File: config.mk
export PLATFORM = sky130hd
export DESIGN_NAME = mem_access_unit_flat
export DESIGN_NICKNAME = d
export VERILOG_FILES = /design/src/rtl/mem_access_unit_pkg.sv /design/src/rtl/mem_access_unit_if.sv /design/src/rtl/mem_access_unit_load_align.sv /design/src/rtl/mem_access_unit.sv /design/src/flat_wrapper.sv
export SDC_FILE = /design/constraint.sdc
export NUM_CORES = 1
export LEC_CHECK = 0
export CORE_MARGIN = 2
export CORE_UTILIZATION = 53
export DETAILED_ROUTE_END_ITERATION = 6
export PLACE_DENSITY_LB_ADDON = 0.15
export SLEW_MARGIN = 25
export SYNTH_ARGS = -nofsm -noshare
export SYNTH_HDL_FRONTEND = slang
export SYNTH_SLANG_ARGS = --single-unit
File: constraint.sdc
create_clock -name clk -period 5.95 [get_ports clk]
set_clock_uncertainty 0.15 [all_clocks]
set_input_delay 1.19 -clock clk [delete_from_list [all_inputs] [get_ports clk]]
set_output_delay 1.19 -clock clk [all_outputs]
set_load 0.005 [all_outputs]
File: src/rtl/mem_access_unit_pkg.sv
// Shared types and constants for the memory-access stage.
// Latency: n/a (declarations and pure functions only).
// Backpressure: n/a.
package mem_access_unit_pkg;

  localparam int REG_BUS    = 64;
  localparam int MEM_OP_BUS = 4;

  // ex_mem_op: [3] store, [2] unsigned load, [1:0] access size
  localparam logic [MEM_OP_BUS-1:0] MEM_NONE = 4'hF;
  localparam logic [1:0] MEM_B = 2'd0;
  localparam logic [1:0] MEM_H = 2'd1;
  localparam logic [1:0] MEM_W = 2'd2;
  localparam logic [1:0] MEM_D = 2'd3;

  typedef enum logic [1:0] {
    ST_IDLE = 2'd0,
    ST_REQ  = 2'd1,
    ST_WAIT = 2'd2,
    ST_DONE = 2'd3
  } state_e;

  // Memory op captured from EX and held for the whole bus transaction
  typedef struct packed {
    logic [MEM_OP_BUS-1:0] op;
    logic [REG_BUS-1:0]    addr;
    logic [REG_BUS-1:0]    data;
    logic [4:0]            rd;
  } mem_req_t;

  // Address not a multiple of the access size
  function automatic logic is_misaligned(input logic [2:0] off, input logic [1:0] size);
    logic [2:0] mask;
    mask = 3'((4'd1 << size) - 4'd1);
    return (off & mask) != 3'd0;
  endfunction

  // Byte enables for an access; lanes past byte 7 fall off the top
  function automatic logic [7:0] lane_strb(input logic [2:0] off, input logic [1:0] size);
    logic [15:0] wide;
    wide = ((16'd1 << (5'd1 << size)) - 16'd1) << off;
    return wide[7:0];
  endfunction

endpackage

File: src/rtl/mem_access_unit_if.sv
// Data-memory request/response bus between the access unit and memory.
// Latency: n/a (wires only).
// Backpressure: request held by master until bus_req_ready; responses are never stalled.
interface mem_access_unit_if;
  logic        bus_req_valid;
  logic        bus_req_ready;
  logic [63:0] bus_req_addr;
  logic        bus_req_we;
  logic [63:0] bus_req_wdata;
  logic [7:0]  bus_req_wstrb;
  logic        bus_resp_valid;
  logic [63:0] bus_resp_rdata;

  modport master (
    output bus_req_valid, bus_req_addr, bus_req_we, bus_req_wdata, bus_req_wstrb,
    input  bus_req_ready, bus_resp_valid, bus_resp_rdata
  );

  modport slave (
    input  bus_req_valid, bus_req_addr, bus_req_we, bus_req_wdata, bus_req_wstrb,
    output bus_req_ready, bus_resp_valid, bus_resp_rdata
  );
endinterface

File: src/rtl/mem_access_unit_load_align.sv
// Load data aligner: shifts the addressed bytes down and sign/zero-extends to 64 bits.
// Latency: combinational.
// Backpressure: none; bytes beyond lane 7 read as zero before extension.
module load_align
  import mem_access_unit_pkg::*;
(
  input  logic [63:0] rdata_i,
  input  logic [2:0]  off_i,
  input  logic [1:0]  size_i,
  input  logic        unsigned_i,
  output logic [63:0] result_o
);

  logic [63:0] sh;
  assign sh = rdata_i >> {off_i, 3'b000};

  // Mask to access size, then extend from the top bit of that size
  always_comb begin
    result_o = sh;
    case (size_i)
      MEM_B:   result_o = unsigned_i ? {56'b0, sh[7:0]}  : {{56{sh[7]}},  sh[7:0]};
      MEM_H:   result_o = unsigned_i ? {48'b0, sh[15:0]} : {{48{sh[15]}}, sh[15:0]};
      MEM_W:   result_o = unsigned_i ? {32'b0, sh[31:0]} : {{32{sh[31]}}, sh[31:0]};
      default: result_o = sh;
    endcase
  end

endmodule

File: src/rtl/mem_access_unit.sv
// RV64 memory-access stage: passes ALU results through, runs loads/stores on the data bus.
// Latency: 1 cycle non-memory; 4 edges for a memory op with no bus wait states.
// Backpressure: stall held while a request waits for ready or a response; MISALIGN_TRAP_EN traps misaligned ops.
module mem_access_unit
  import mem_access_unit_pkg::*;
(
  input  logic                  clk,
  input  logic                  rst,
  input  logic                  ex_valid,
  input  logic [MEM_OP_BUS-1:0] ex_mem_op,
  input  logic [REG_BUS-1:0]    ex_alu_result,
  input  logic [REG_BUS-1:0]    ex_store_data,
  input  logic [4:0]            ex_rd,
  output logic                  stall,
  mem_access_unit_if.master     bus,
  output logic                  me_valid,
  output logic [4:0]            me_rd,
  output logic [REG_BUS-1:0]    me_alu_result,
  output logic                  me_misalign
);

  state_e        state_q, state_d;
  mem_req_t      req_q, req_d;
  logic [63:0]   load_q, load_d;
  logic          me_valid_q, me_valid_d;
  logic [4:0]    me_rd_q, me_rd_d;
  logic [63:0]   me_res_q, me_res_d;
  logic [63:0]   load_aligned;
  logic          new_mem;
  logic          trap;

  assign new_mem = ex_valid && (ex_mem_op != MEM_NONE);

`ifdef MISALIGN_TRAP_EN
  logic misalign_q;
  // A misaligned op is only taken where a new op could be accepted
  assign trap = new_mem && ((state_q == ST_IDLE) || (state_q == ST_DONE)) &&
                is_misaligned(ex_alu_result[2:0], ex_mem_op[1:0]);
  // One-cycle exception pulse for a trapped access
  always_ff @(posedge clk) begin
    if (rst) misalign_q <= 1'b0;
    else     misalign_q <= trap;
  end
  assign me_misalign = misalign_q;
`else
  assign trap        = 1'b0;
  assign me_misalign = 1'b0;
`endif

  load_align u_load_align (
    .rdata_i    (bus.bus_resp_rdata),
    .off_i      (req_q.addr[2:0]),
    .size_i     (req_q.op[1:0]),
    .unsigned_i (req_q.op[2]),
    .result_o   (load_aligned)
  );

  // Next state, stall and writeback selection
  always_comb begin
    state_d    = state_q;
    req_d      = req_q;
    load_d     = load_q;
    me_valid_d = 1'b0;
    me_rd_d    = 5'd0;
    me_res_d   = me_res_q;
    stall      = 1'b0;
    case (state_q)
      ST_IDLE: begin
        if (ex_valid && (ex_mem_op == MEM_NONE)) begin
          me_valid_d = 1'b1;
          me_rd_d    = ex_rd;
          me_res_d   = ex_alu_result;
        end else if (new_mem && !trap) begin
          req_d   = '{op: ex_mem_op, addr: ex_alu_result, data: ex_store_data, rd: ex_rd};
          state_d = ST_REQ;
          stall   = 1'b1;
        end
      end
      ST_REQ: begin
        stall = 1'b1;
        if (bus.bus_req_ready) state_d = ST_WAIT;
      end
      ST_WAIT: begin
        stall = 1'b1;
        if (bus.bus_resp_valid) begin
          load_d  = load_aligned;
          state_d = ST_DONE;
        end
      end
      default: begin
        // Stores complete with no register write; result reports the address
        me_valid_d = 1'b1;
        me_rd_d    = req_q.op[3] ? 5'd0 : req_q.rd;
        me_res_d   = req_q.op[3] ? req_q.addr : load_q;
        state_d    = ST_IDLE;
        if (new_mem && !trap) begin
          req_d   = '{op: ex_mem_op, addr: ex_alu_result, data: ex_store_data, rd: ex_rd};
          state_d = ST_REQ;
          stall   = 1'b1;
        end
      end
    endcase
  end

  // State and pipeline registers
  always_ff @(posedge clk) begin
    if (rst) begin
      state_q    <= ST_IDLE;
      req_q      <= '0;
      load_q     <= '0;
      me_valid_q <= 1'b0;
      me_rd_q    <= 5'd0;
      me_res_q   <= '0;
    end else begin
      state_q    <= state_d;
      req_q      <= req_d;
      load_q     <= load_d;
      me_valid_q <= me_valid_d;
      me_rd_q    <= me_rd_d;
      me_res_q   <= me_res_d;
    end
  end

  assign bus.bus_req_valid = (state_q == ST_REQ);
  assign bus.bus_req_addr  = {req_q.addr[63:3], 3'b000};
  assign bus.bus_req_we    = req_q.op[3];
  assign bus.bus_req_wstrb = lane_strb(req_q.addr[2:0], req_q.op[1:0]);
  assign bus.bus_req_wdata = req_q.data << {req_q.addr[2:0], 3'b000};

  assign me_valid      = me_valid_q;
  assign me_rd         = me_rd_q;
  assign me_alu_result = me_res_q;

endmodule

File: src/flat_wrapper.sv
// flat-port wrapper written by rule: the top's interface ports become plain ports
module mem_access_unit_flat import mem_access_unit_pkg::*;
  (clk, rst, ex_valid, ex_mem_op, ex_alu_result, ex_store_data, ex_rd, stall, me_valid, me_rd, me_alu_result, me_misalign, bus_bus_req_valid, bus_bus_req_addr, bus_bus_req_we, bus_bus_req_wdata, bus_bus_req_wstrb, bus_bus_req_ready, bus_bus_resp_valid, bus_bus_resp_rdata);
  mem_access_unit_if bus_i ();
  input  logic clk;
  input  logic rst;
  input  logic ex_valid;
  input  logic [MEM_OP_BUS-1:0] ex_mem_op;
  input  logic [REG_BUS-1:0] ex_alu_result;
  input  logic [REG_BUS-1:0] ex_store_data;
  input  logic [4:0] ex_rd;
  output logic stall;
  output logic me_valid;
  output logic [4:0] me_rd;
  output logic [REG_BUS-1:0] me_alu_result;
  output logic me_misalign;
  output wire logic [$bits(bus_i.bus_req_valid)-1:0] bus_bus_req_valid;
  output wire logic [$bits(bus_i.bus_req_addr)-1:0] bus_bus_req_addr;
  output wire logic [$bits(bus_i.bus_req_we)-1:0] bus_bus_req_we;
  output wire logic [$bits(bus_i.bus_req_wdata)-1:0] bus_bus_req_wdata;
  output wire logic [$bits(bus_i.bus_req_wstrb)-1:0] bus_bus_req_wstrb;
  input wire logic [$bits(bus_i.bus_req_ready)-1:0] bus_bus_req_ready;
  input wire logic [$bits(bus_i.bus_resp_valid)-1:0] bus_bus_resp_valid;
  input wire logic [$bits(bus_i.bus_resp_rdata)-1:0] bus_bus_resp_rdata;
  assign bus_bus_req_valid = bus_i.bus_req_valid;
  assign bus_bus_req_addr = bus_i.bus_req_addr;
  assign bus_bus_req_we = bus_i.bus_req_we;
  assign bus_bus_req_wdata = bus_i.bus_req_wdata;
  assign bus_bus_req_wstrb = bus_i.bus_req_wstrb;
  assign bus_i.bus_req_ready = bus_bus_req_ready;
  assign bus_i.bus_resp_valid = bus_bus_resp_valid;
  assign bus_i.bus_resp_rdata = bus_bus_resp_rdata;
  mem_access_unit u_core (.clk(clk), .rst(rst), .ex_valid(ex_valid), .ex_mem_op(ex_mem_op), .ex_alu_result(ex_alu_result), .ex_store_data(ex_store_data), .ex_rd(ex_rd), .stall(stall), .bus(bus_i), .me_valid(me_valid), .me_rd(me_rd), .me_alu_result(me_alu_result), .me_misalign(me_misalign));
endmodule
== Word-level counts from Yosys, hierarchy flattened ==
Index checks and enable logic that the tools add are counted.

* Bits in registers: 273
* Bits of input ports: 206
* Output and inout port bits: 210
* Word-level logic and storage cells: 60

* $add $sub $neg: 1
* Equal/unequal tests: 11
* Shift-type cells: 5
* Muxes and demuxes: 24
* Bitwise logic cells: 1
* Reduce and logical (&&, ||, !) cells: 9

{| class="wikitable"
|+ Operator list
! cell !! count
|-
| $mux W64 || 5
|-
| $mux W137 || 2
|-
| $pmux W137 S2 || 1
|-
| $pmux W64 S3 || 1
|-
| $pmux W64 S2 || 1
|-
| $shl A64 B6 Y64 || 1
|-
| $shr A64 B6 Y64 || 1
|-
| $shl A1 B5 Y16 const A || 1
|-
| $shl A16 B3 Y8 || 1
|-
| $sub A16 B1 Y16 const B || 1
|-
| $mux W5 || 2
|-
| $pmux W5 S2 || 1
|-
| $mux W2 || 4
|-
| $ne A2 B1 Y1 const B || 3
|-
| $pmux W2 S3 || 1
|-
| $reduce_and A2 Y1 || 3
|-
| $shl A1 B2 Y5 const A || 1
|-
| $eq A2 B1 Y1 const B || 2
|-
| $eq A2 B2 Y1 const B || 2
|-
| $eq A4 B4 Y1 const B || 1
|-
| $logic_not A2 Y1 || 2
|-
| $mux W1 || 4
|-
| $ne A2 B2 Y1 const B || 2
|-
| $ne A4 B4 Y1 const B || 1
|-
| 5 further kinds || 7
|}

== Longest topological paths before layout ==
Gate-level depths: netlist (run 1).

* Depth after elaboration: 5
* Depth in mapped cells: 9

== Modules after synthesis ==
From an unflattened synthesis (run 1), not the netlist that was laid out.

* Cell total of the unflattened synthesis: 2072
* Area total of the unflattened synthesis: 16669.7 um2

{| class="wikitable"
|+ By module, submodules not included
! module !! times used !! cells an instance !! area each (um2)
|-
| mem_access_unit || 1 || 1808 || 14370.0
|-
| load_align || 1 || 264 || 2299.7
|}

== Least setup slack after synthesis (run 1) ==
Ideal clock, no wire load.

* Path type: reg2out
* Start point: reg u_core.req_q[134] (netlist bit)
* End point: out bus_bus_req_wstrb[3]
* Data arrival time: 1.668 ns
* Required time: 4.610 ns
* Slack: 2.942 ns
* Cell stages (with the launch flop): 9
* Path buffers: 2
* Path through: dfxtp_1 > clkbuf_1 > nor2_1 > clkbuf_1 > ha_1 > a21oi_1 > nor2_1 > a21oi_1 > and2_1

* Longest elaborated chain between the ends: 4

{| class="wikitable"
|+ Ends and longest elaborated chain
! item !! RTL line !! source
|-
| from (decl) || mem_access_unit.sv:23 || <nowiki>mem_req_t req_q, req_d;</nowiki>
|-
| from (signal assigned) || mem_access_unit.sv:116 || <nowiki>req_q <= req_d;</nowiki>
|-
| $shl A1 B2 Y5 || mem_access_unit_pkg.sv:41 || <nowiki>wide = ((16'd1 << (5'd1 << size)) - 16'd1) << off;</nowiki>
|-
| $shl A1 B5 Y16 || mem_access_unit_pkg.sv:41 ||
|-
| $sub A16 B1 Y16 || mem_access_unit_pkg.sv:41 ||
|-
| $shl A16 B3 Y8 || mem_access_unit_pkg.sv:41 ||
|-
| to (decl) || flat_wrapper.sv:21 || <nowiki>output wire logic [$bits(bus_i.bus_req_wstrb)-1:0] bus_bus_req_wstrb;</nowiki>
|}

No other way between the ends.

== Worst setup path in the final report (run 1) ==
* Start point: reg u_core.req_q[69] (netlist bit)
* End point: out bus_bus_req_wdata[38]

* Longest elaborated chain between the ends: 1

{| class="wikitable"
|+ Ends and longest elaborated chain
! item !! RTL line !! source
|-
| $shl A64 B6 Y64 || mem_access_unit.sv:128 || <nowiki>assign bus.bus_req_wdata = req_q.data << {req_q.addr[2:0], 3'b000};</nowiki>
|-
| to (decl) || flat_wrapper.sv:20 || <nowiki>output wire logic [$bits(bus_i.bus_req_wdata)-1:0] bus_bus_req_wdata;</nowiki>
|}

No other way between the ends.

==> results of run 1 <==
## placed cells by master (no fill, tap or decap), types with 32 or more instances in the layout
cell                              synthesis  final
sky130_fd_sc_hd__a21oi_1                251    251
sky130_fd_sc_hd__a211oi_1                38     38
sky130_fd_sc_hd__nand2_1                535    535
sky130_fd_sc_hd__o21ai_0                108    108
sky130_fd_sc_hd__clkdlybuf4s50_1          0    410
sky130_fd_sc_hd__clkbuf_16                0     32
sky130_fd_sc_hd__a211oi_2                35     35
sky130_fd_sc_hd__nor2_1                 148    146
sky130_fd_sc_hd__dfxtp_1                273    269
sky130_fd_sc_hd__mux2i_1                165    165
## power groups by stage
stage | registers, W | clock network [W] | logic (W)
6_report | 0.00276 | 0.00195 | 0.00389
5_1_grt | 0.00280 | 0.00204 | 0.00423
4_1_cts | 0.00274 | 0.00196 | 0.00387
3_5_place_dp | 0.00278 | 0 | 0.00384
3_3_place_gp | 0.00276 | 0 | 0.00378
2_1_floorplan | 0.00254 | 0 | 0.00251
## critical path, cell delays in order (launching register included)
cell and delay [ps]:
sky130_fd_sc_hd__dfxtp_4 810, sky130_fd_sc_hd__clkinv_1 470, sky130_fd_sc_hd__nor2_2 790, sky130_fd_sc_hd__a21oi_1 170, sky130_fd_sc_hd__o22ai_1 190, sky130_fd_sc_hd__clkdlybuf4s50_1 550
## metrics by stage
stage	area (um2)	instances	util (%)	setup slack [ps]	power (W)
2_1_floorplan	15460	2022	-	2942	0.005042
3_3_place_gp	19000	2596	66.20	1504	0.006544
3_5_place_dp	19000	2596	66.21	1620	0.006618
4_1_cts	20060	2651	69.88	1133	0.008576
5_1_grt	20090	2656	70.01	941.3	0.009074
6_report	20100	2657	70.02	1064	0.008604
## metal layers
layer	routed length, um	vias to the layer above
met4	2865	6
li1	-	7303
met5	43	-
met3	4885	162
met2	25770	796
met1	21770	7316
## how the worst max path moves through the flow
stage / start / slack, ps / to / depth (start not counted)
after floorplan: u_core.req_q[134]$_SDFFE_PP0P_ / 2940 / bus_bus_req_wstrb[3] / 8
after global placement: u_core.req_q[69]$_SDFFE_PP0P_ / 1500 / bus_bus_req_wdata[36] / 5
after detailed placement: ex_mem_op[2] / 1620 / stall / 5
after CTS: u_core.req_q[69]$_SDFFE_PP0P_ / 1130 / bus_bus_req_wdata[38] / 5
after global routing: u_core.req_q[69]$_SDFFE_PP0P_ / 940 / bus_bus_req_wdata[37] / 5
final: u_core.req_q[69]$_SDFFE_PP0P_ / 1060 / bus_bus_req_wdata[38] / 5
## layout make-up
cell class | instances | area, um2
sequential | 273 | 5480
clock buffer | 45 | 959.7
multi-input combinational | 1498 | 8715
inverter | 11 | 41.29
fill | 2371 | 8606
clock inverter | 10 | 93.84
timing repair buffer | 431 | 4314
antenna | 5 | 12.51
tap | 384 | 480.5
## logic make-up (layout without fill, tap and decap cells)
group           after synthesis  in the layout  share of synthesized area (%)
compound gates              506            506                          20.24
fa+ha+maj                     5              5                         0.4049
buf+inv                     251            497                          8.584
flops                       273            273                          35.37
mux                         212            212                          15.06
other cells                   1              9                        0.02427
simple gates                771            771                          20.31
## flip-flops by register name (all words and copies together) (netlist names)
register / cells
u_core.bus.bus_req_addr: 61
u_core.me_rd: 5
u_core.me_valid: 1
u_core.state_q: 2
u_core.me_alu_result: 64
u_core.load_q: 64
u_core.bus.bus_req_we: 1
u_core.req_q: 75
==> run summary, run 1 <==
The flow ran to the end, and the final reports show no timing, DRC or antenna violations. The worst register-to-register path ends at u_core.load_q[35]$_SDFFE_PP0P_. The number of global-route vias before repair was 14635.

The number of stages on the worst hold path is 2. The synthesized netlist cell count is around 2000. The power density over the cells is 428.1 mW/mm2. The initial standard-cell utilization of the core came out at a little over half. In the routed layout, each cell is associated on average with a via count of 5.865.

The die covers 0.03053 mm2. From synthesis to final layout, the design area changed by 30.08%. The clock period minus final worst setup slack came out at 4886 ps.

The critical path startpoint category is a flip-flop. The count of max-cap constraint violations came out at 0. By count the netlist is led by 535 x sky130_fd_sc_hd__nand2_1, 273 x sky130_fd_sc_hd__dfxtp_1, 251 x sky130_fd_sc_hd__a21oi_1.

STA classifies the critical path endpoint as a primary output. The async set-or-reset flop fraction in the synthesized netlist is 0%. The number of max-slew violations in the final report is 0. Entering global routing, the biggest net connects 164 pins. In the final layout, the share of cells above drive strength 1 is 7.848%. The clock transition at the registers of the reported paths is 60 ps. In this run, flip-flops and latches consume 32.1% of the power.

The total global routing track utilization came out at 34.61%. Buffers inserted to repair hold after CTS numbered 0. Summed over all nets, the switching power comes to 0.003448 W. For this run, the post-layout net count is around 2500. The period utilization came out at 82.11%. The worst setup path is of the flip-flop to primary output kind. The clock tree from TritonCTS is done. Of the synthesized area, sequential elements account for 35.37%. In this run the number of H-tree levels came out at 1. Hold is met by 301.2 ps. The first routing iteration left 1454 violations. The placement row count is 62. From left edge to right edge, the die measures around 170 um. The most heavily used metal layer in global routing is met2. The number of vias after detailed routing is around 16000. In this run the most critical hold path is launched from u_core.me_alu_result[15]$_SDFFE_PP0P_. The number of setup violations in the final report is 0. Yosys attributes the largest share of cell area to sky130_fd_sc_hd__dfxtp_1 35%, sky130_fd_sc_hd__nand2_1 13%, sky130_fd_sc_hd__mux2i_1 11%. The startpoint identified for the worst register-to-register timing path is u_core.req_q[69]$_SDFFE_PP0P_. Along the worst path, the maximum fanout reaches 66. The slack of the worst reg-to-reg path came out at 2110 ps. The count of different cell masters after synthesis came out at 55. The relative contribution of combinational cells to total power is 45.2%. The top-area cell type share of the netlist area is 35.37%. The deepest clock path buffer count came out at 3. The number of search-and-repair iterations in the first detailed-routing pass came out at 5.

The path depth of the worst reg2reg path came out at 7. The later-pin clock latency in the skew report came out at ~570 ps. Setup repair after global routing left no endpoint under its margin. For the pin with the worst max-slew slack, the measured transition is about 1000 ps. The tree is rooted in a sky130_fd_sc_hd__clkbuf_16. The number of synthesized register bits came out at 273. The remaining routing DRC violations came out at 0. The final HPWL from detailed placement came out at 38.84 mm. The first-pass GRT wire length came out at roughly 84 mm. For this design the static power due to leakage is 6.867 nW.

The count of warnings emitted by yosys came out at 0. IR analysis of the VDD net gives a maximum drop of 343.8 uV. The die is approximately 170 um tall. The quantity of gates resized following cts came out at 0. The met1 layer usage reported by global route is 43.76%. The most common cell in the synthesized netlist is sky130_fd_sc_hd__nand2_1. Summed over all failing endpoints, the final setup total negative slack is 0 ps. At the end of routability-driven placement, the weighted congestion stood at between 0.9 and 1. sky130_fd_sc_hd__dfxtp_1 takes more of the synthesized area than any other cell. Timing would allow up to 204.7 MHz.

The met3 track demand over resource in global routing came out at around 7.0%. The number of antenna violations at the first check in global routing is 9. The number of clock buffers added by TritonCTS is 30. In this run the cell area of the synthesized design comes to 0.01545 mm2.

The global-route track usage on met2 came out at 56.62%. The data required time at the worst endpoint is between 4000 and 5000 ps. The number of placed I/O pins is 416.

Averaged over all synthesized cells, the footprint is 7.652 um2. Yosys mapped a number of flops with a built-in enable equal to 0. The class of the worst hold path is flip-flop to flip-flop. The path with the worst hold slack has its endpoint at u_core.me_alu_result[15]$_SDFFE_PP0P_. The final layout contains routed wiring with a total length of approximately 55 mm.

The count of input and output buffers came out at around 410. Internal power comes to approximately 0.0052 W. The normalized max-slew margin is 31.93%.

The hold violation total from the final report came to 0. The most used flip-flop cell after synthesis is sky130_fd_sc_hd__dfxtp_1. The number of nets with antenna violations after routing came out at 0.

The clock share of power came out at roughly 23%. Clock tree synthesis found a total of 273 sinks. The number of setup buffers added after CTS is 0. The sum of overflow across all layers after global routing is 0. The core region area is between 0.02 and 0.03 mm2. The switching portion of total power came out at about two fifths. The critical path data arrival time came out at 3550 ps.

The final routed wire length divided by cell count came out at 20.82 um.
Note: power is estimated with default switching activity, not from simulation.
==> inputs of run 2 (changes only) <==
Settings changed: CORE_UTILIZATION 53 to 45.
Clock period 5.95 ns to 4.1 ns, I/O delays scaled along.
==> run 2 against run 1 <==
Net effect: worst hold slack hardly changed; sequential share of layout area is 0.49 points lower; non-clock buffer count is 19 higher; via count is 1.4% lower; wire length is 0.23% higher; clock power is 51% higher; sequential power is 41% higher; flip-flop and latch count stayed put; final area is 1.8% higher; worst setup slack worse by 900 ps; register-to-register slack worse by 1300 ps.
==> run summary, run 2 (same netlist as run 1, synthesis figures left out) <==
The met1 layer usage reported by global route is 38.42% (-5.3 points). The initial standard-cell utilization of the core came to 45.85% (-8.0 points). The met3 track demand over resource in global routing was 5.746% (-1.2 points). The net switching component of the power is 0.004987 W (+45%). The area of placed instances came to 0.01933 mm2 (+1.7%). The critical path data arrival time is 2970 ps (-580 ps). The cell sitting at the root of the clock tree is a sky130_fd_sc_hd__clkbuf_16.

TritonCTS built the clock tree. The TritonCTS buffer count is 31 (+3.3%). The clock transition at the registers of the reported paths came out at 60 ps (about the same).

The global-route track usage on met2 came to 47.56% (-9.1 points). The part of the power in registers came out at 30.7% (-1.4 points). The data required time at the worst endpoint came to 3130 ps (-1480 ps). The slew at the pin with the worst max-slew slack came out at 807.1 ps (-213.9 ps). The placement row count is 67 (+8.1%).

The peak supply drop is 352.3 uV (+2.5%). The kind of critical path is flip-flop to primary output. The number of global-route vias before repair is 14298 (-2.3%). The largest net degree at the start of global routing is 132 (-20%).

The critical path starts at u_core.req_q[69]$_SDFFE_PP0P_. The number of nets with antenna violations after routing came out at 0 (unchanged). The storage element area is 0.005480 mm2 (unchanged). The number of search-and-repair iterations in the first detailed-routing pass came out at 7 (+2). The setup TNS came out at 0 ps (unchanged). The total global routing track utilization came out at 29.64% (-5.0 points). The core region area is 0.03370 mm2 (+17%).

The final weighted congestion in routability-driven placement is 0.9230 (-1.9%). The power density over the cells came to 622.2 mW/mm2 (+45%). Setup repair after global routing left no endpoint under its margin. The critical path goes through clkinv_1 > nor2_1 > buf_4 > a21oi_1 > o22ai_1 > clkdlybuf4s50_1. The sum of overflow across all layers after global routing was 0 (unchanged). The routed via count divided by cell count came to 5.584 (-4.8%).

The switching portion of total power is 39.16% (-0.92 points). The final routed wire length divided by cell count is 20.15 um (-3.2%). The clock share of power came out at 23.2% (+0.5 points).

The routed wire length came out at 55.45 mm (+0.23%). The count of clock tree sinks is 273 (unchanged). The area growth from synthesis to layout is 32.47%. The sum of internal, switching and leakage power came out at 0.01273 W (+48%).

The fraction of layout cells with a size suffix above 1 came out at 8.479% (+0.63 points). The relative contribution of combinational cells to total power is 46.2% (+1.0 points). The number of nets in the finished design came out at 2476 (+0.81%). The height of the die was 189.3 um (+8.3%).

The count of max-cap constraint violations is 0 (unchanged). The number of antenna violations at the first check in global routing came out at 22 (+13). Leaving out fill and tap cells, the most frequent cell in the layout is sky130_fd_sc_hd__nand2_1.

The startpoint of the worst-slack reg-to-reg timing path is u_core.req_q[69]$_SDFFE_PP0P_. The flow ran to the end, and the final reports show no timing, DRC or antenna violations. The deepest clock path buffer count is 3 (unchanged). Among cell families on the critical path, the largest total delay comes from buffers and inverters. The post-CTS setup buffer count came out at 0 (unchanged). The detailed router's first-iteration violation count is 1255 (-14%). The total leakage power is 7.008 nW (+2.0%).

The pre-CTS setup slack was 503.8 ps (-1116 ps). The number of setup violations in the final report is 0 (unchanged). The normalized max-slew margin came out at 46.07% (+14 points). The number of flip-flops in the largest register was 75 (unchanged).

The number of placed I/O pins was 416 (unchanged). The cell-internal power is 0.007746 W (+50%). The post-route worst hold slack came out at 300.8 ps (-0.4080 ps).

The number of max-slew violations in the final report came out at 0 (unchanged). The number of buffer and inverter stages on the critical path came out at 3 (+1). The remaining routing DRC violations is 0 (unchanged).

The quantity of gates resized following cts is 0 (unchanged). More flip-flops sit in one register than any other, and that register is u_core.req_q. The maximum level of the CTS H-tree is 1 (unchanged).

The area of all placed cells without fillers is 0.02047 mm2 (+1.8%). The library cells used most frequently in the layout, excluding fill and tap cells, are 535 x sky130_fd_sc_hd__nand2_1, 410 x sky130_fd_sc_hd__clkdlybuf4s50_1, 269 x sky130_fd_sc_hd__dfxtp_1. The critical path startpoint category is a flip-flop.

The final worst slack came out at 160.6 ps (-903.6 ps). The final HPWL from detailed placement was 40.18 mm (+3.4%). The multi-input gate area in the final layout came out at 0.008723 mm2 (+0.10%).

The global routing stage identified its most utilized layer as met2. The slowest stage of the critical path belongs to the cell sky130_fd_sc_hd__nor2_1. The path class of the tightest hold or removal check is flip-flop to flip-flop. The biggest fanout along the worst timing path is 20 (-70%). The number of vias after detailed routing is 15367 (-1.4%). The total of hold buffers inserted after clock tree synthesis came to 0 (unchanged).

The maximum achievable frequency came out at 253.8 MHz. The hold violation total from the final report came out at 0 (unchanged). The clock period minus final worst setup slack is 3939 ps.

The first-pass GRT wire length came out at 83.76 mm (-0.50%). The total die area is 0.03583 mm2 (+17%). The startpoint identified for the worst hold timing path is u_core.me_alu_result[32]$_SDFFE_PP0P_.

The later-pin clock latency in the skew report came out at 570 ps (about the same). The final critical path takes up a little over nine tenths of the cycle. The count of input and output buffers came out at 411 (unchanged).

The critical path's largest stage delay is 610 ps (-200 ps). The fill cell instance count of the final layout is 3064 (+29%). The worst setup path is captured at a primary output. The floorplan die width is 189.3 um (+8.3%).
run 2: cell count changes in the layout (fill, tap and decap cells not counted), sizes merged:
cell      change
clkbuf        -1
bufinv        +4
clkinvlp      -3
clkinv        +1
buf          +19
diode        +11
run 2: routing by layer:
metal / vias up / part of all wire, %
li1: 7347 / -
met2: 711 / 46
met4: 12 / 4.5
met5: - / 0.15
met1: 7164 / 41
met3: 133 / 8.2
run 2: final timing paths:
| kind | end | cells after the start | slack (ps) |
|---|---|---|---|
| worst max-delay path | bus_bus_req_wdata[37] | 6 | 160 |
| worst min-delay path | u_core.me_alu_result[32]$_SDFFE_PP0P_ | 2 | 300 |
| worst max register to register | u_core.load_q[35]$_SDFFE_PP0P_ | 7 | 790 |
| worst min register to register | u_core.me_alu_result[32]$_SDFFE_PP0P_ | 2 | 300 |
run 2: final cells by class:
type	instances	area share, %
diodes	16	0.1956
clock buffers	44	4.371
clock inverters	12	0.9232
inverters	11	0.2017
multi-input cells	1498	42.62
flip-flops and latches	273	26.78
well taps	448	2.739
repair buffers	450	22.17
run 2: power by group through the flow:
| stage | logic (W) | registers, W | clock network (W) |
|---|---|---|---|
| 6_report | 0.00588 | 0.00390 | 0.00295 |
| 5_1_grt | 0.00641 | 0.00398 | 0.00312 |
| 3_3_place_gp | 0.00575 | 0.00393 | 0 |
| 2_1_floorplan | 0.00364 | 0.00368 | 0 |
| 4_1_cts | 0.00587 | 0.00389 | 0.00300 |
| 3_5_place_dp | 0.00584 | 0.00395 | 0 |
run 2: worst reg2reg max path, delay by kind of cell, from the launching register on:
kind | cells | cell delay [ps]
simple gates | 3 | 1270
buf+inv | 2 | 820
flops | 1 | 530
compound gates | 2 | 460
run 2: per-stage QoR:
stage	utilization, %	instances
2_1_floorplan	-	2022
3_3_place_gp	57.36	2680
3_5_place_dp	57.36	2680
4_1_cts	60.58	2736
5_1_grt	60.72	2750
6_report	60.73	2752
==> inputs of run 3 (changes only) <==
Settings changed: CTS_CLUSTER_DIAMETER set to 50, MAX_ROUTING_LAYER set to met4.
==> run 3 against run 2 <==
Net effect: combinational power hardly changed; worst setup slack better by 150 ps; via count is 0.18% lower; global-route usage is 0.88 points higher; critical endpoint is now bus_bus_req_wstrb[7].
==> run summary, run 3 (same netlist as run 1, synthesis figures left out) <==
The run finished with clean final reports. The data required time at the worst endpoint is 3130 ps (about the same). The final worst slack is 315.3 ps (+154.7 ps).

Setup repair after global routing left no endpoint under its margin. The floorplan die width is 189.3 um (unchanged). The first-pass GRT wire length came out at 83.64 mm (-0.14%).

The number of nets in the finished design is 2477 (+0.040%). The number of vias after detailed routing is 15339 (-0.18%). The leading cell type in the layout, fill and taps excluded is sky130_fd_sc_hd__nand2_1. The maximum level of the CTS H-tree came out at 2 (+1). The count of input and output buffers is 411 (unchanged).

The pre-CTS setup slack came out at 512.0 ps (+8.236 ps). The placement row count was 67 (unchanged). The sum of internal, switching and leakage power is 0.01271 W (-0.21%).

The normalized max-slew margin came out at 30.22% (-16 points). The kind of end point of the critical path is a primary output. STA classifies the critical path startpoint as a flip-flop.

The post-CTS setup buffer count came out at 0 (unchanged). The clock period minus final worst setup slack is 3785 ps (-154.7 ps). The TritonCTS buffer count is 35 (+13%). The number of setup violations in the final report is 0 (unchanged). The number of nets with antenna violations after routing came out at 0 (unchanged). The path class of the tightest hold or removal check is flip-flop to flip-flop. The total die area came out at 0.03583 mm2 (unchanged).

The period utilization is 92.31% (-3.8 points). The initial standard-cell utilization of the core is 45.85% (unchanged). The quantity of gates resized following cts is 0 (unchanged). The detailed router's first-iteration violation count is 1137 (-9.4%).

The total global routing track utilization came out at 30.52% (+0.88 points). The remaining routing DRC violations came out at 0 (unchanged). The peak supply drop was 509.0 uV (+44%). The critical path data arrival time is 2810 ps (-160 ps). The final HPWL from detailed placement is 40.23 mm (+0.11%). The routed via count divided by cell count is 5.574 (-0.18%).

The area of placed instances is 0.01931 mm2 (-0.12%). The number of search-and-repair iterations in the first detailed-routing pass came to 5 (-2). The fraction of layout cells with a size suffix above 1 is 8.479% (unchanged). The sum of overflow across all layers after global routing is 0 (unchanged). The setup TNS is 0 ps (unchanged). The number of placed I/O pins is 416 (unchanged). The hold violation total from the final report came out at 0 (unchanged).

The maximum achievable frequency came to 264.2 MHz (+4.1%). The core occupancy in the finished layout is 60.69% (about the same). The later-pin clock latency in the skew report came to 520 ps (-50 ps). The slew at the pin with the worst max-slew slack came out at 1038 ps (+231.0 ps). The biggest fanout along the worst timing path is 11 (-45%). The total of hold buffers inserted after clock tree synthesis came to 0 (unchanged).

The number of global-route vias before repair was 14403 (+0.73%). The count of clock tree sinks came out at 273 (unchanged). The routed wire length came out at 55.51 mm (+0.11%). The height of the die came out at 189.3 um (unchanged). The number of antenna violations at the first check in global routing came out at 14 (-36%). The register with the most flip-flops is u_core.req_q. The area of all placed cells without fillers is 0.02045 mm2 (about the same). The final routed wire length divided by cell count is 20.17 um (+0.11%). The total leakage power came to 6.998 nW (-0.14%). TritonCTS built the clock tree. The worst setup path is of the flip-flop to primary output kind. The clock transition at the registers of the reported paths is 60 ps (about the same).

The final weighted congestion in routability-driven placement came out at 0.9231 (about the same). The fill cell instance count of the final layout came out at 3047 (-0.55%). The largest net degree at the start of global routing came out at 149 (+13%).

The cell sitting at the root of the clock tree is a sky130_fd_sc_hd__clkbuf_16. The deepest clock path buffer count came to 3 (unchanged). The synthesis-to-finish area growth is 32.38% (about the same). The power density over the cells is 621.2 mW/mm2 (-0.15%).

The core region area is 0.03370 mm2 (unchanged). The number of max-slew violations in the final report came out at 0 (unchanged). The count of max-cap constraint violations is 0 (unchanged). The top cell types in the final layout, fill and taps aside, are 535 x sky130_fd_sc_hd__nand2_1, 410 x sky130_fd_sc_hd__clkdlybuf4s50_1, 269 x sky130_fd_sc_hd__dfxtp_1. The number of flip-flops in the largest register came out at 75 (unchanged).
==> run 3: cell count changes in the layout (fill, tap and decap cells not counted), sizes merged <==
cell      previous run  this run
clkinv               9         7
clkinvlp             0         1
bufinv               5         1
buf                 40        37
inv                  9        15
clkbuf              44        46
==> run 3: path summary, 6_finish.rpt <==
kind / start / endpoint / slack, ps / cells past startpoint
setup / recovery: u_core.req_q[133]$_SDFFE_PP0P_ / bus_bus_req_wstrb[7] / 320 / 8
hold / removal: u_core.me_alu_result[10]$_SDFFE_PP0P_ / u_core.me_alu_result[10]$_SDFFE_PP0P_ / 300 / 2
setup reg to reg: u_core.req_q[70]$_SDFFE_PP0P_ / u_core.load_q[55]$_SDFFE_PP0P_ / 810 / 7
hold reg to reg: u_core.me_alu_result[10]$_SDFFE_PP0P_ / u_core.me_alu_result[10]$_SDFFE_PP0P_ / 300 / 2
==> run 3: final cells by class <==
cell class                 instances  area [um2]  area share (%)
multi-input combinational       1498        8712           42.60
sequential                       273        5480           26.80
timing repair buffer             447        4514           22.07
clock buffer                      46       977.2           4.778
tap                              448       560.5           2.741
clock inverter                    13       126.4          0.6179
inverter                          11       41.29          0.2019
antenna                           16       40.04          0.1958
==> run 3: per-layer routing <==
layer	wire length, um	GRT usage, %
met5	0	-
met1	22880	38.26
met4	2095	12.49
met2	26220	48.72
met3	4314	5.357
==> run 3: critical path, cell delays in order, from the launching register on <==
cell	delay (ps)
sky130_fd_sc_hd__dfxtp_1	550
sky130_fd_sc_hd__nor2_1	90
sky130_fd_sc_hd__buf_4	180
sky130_fd_sc_hd__ha_1	310
sky130_fd_sc_hd__a21oi_1	220
sky130_fd_sc_hd__nor2_1	60
sky130_fd_sc_hd__a21oi_1	180
sky130_fd_sc_hd__a21o_1	140
sky130_fd_sc_hd__clkdlybuf4s50_1	560
==> run 3: power by group <==
part	internal (W)	switching, W	total, W
clock	0.00175	0.00121	0.00296
combinational	0.00263	0.00325	0.00588
sequential	0.00330	0.000569	0.00386
==> run 3: stage by stage <==
step	hold WS [ps]	instances
after floorplan	283.8	2022
after global placement	290.2	2677
after detailed placement	295.4	2677
after CTS	303.5	2736
after global routing	315.3	2750
final	299.9	2752
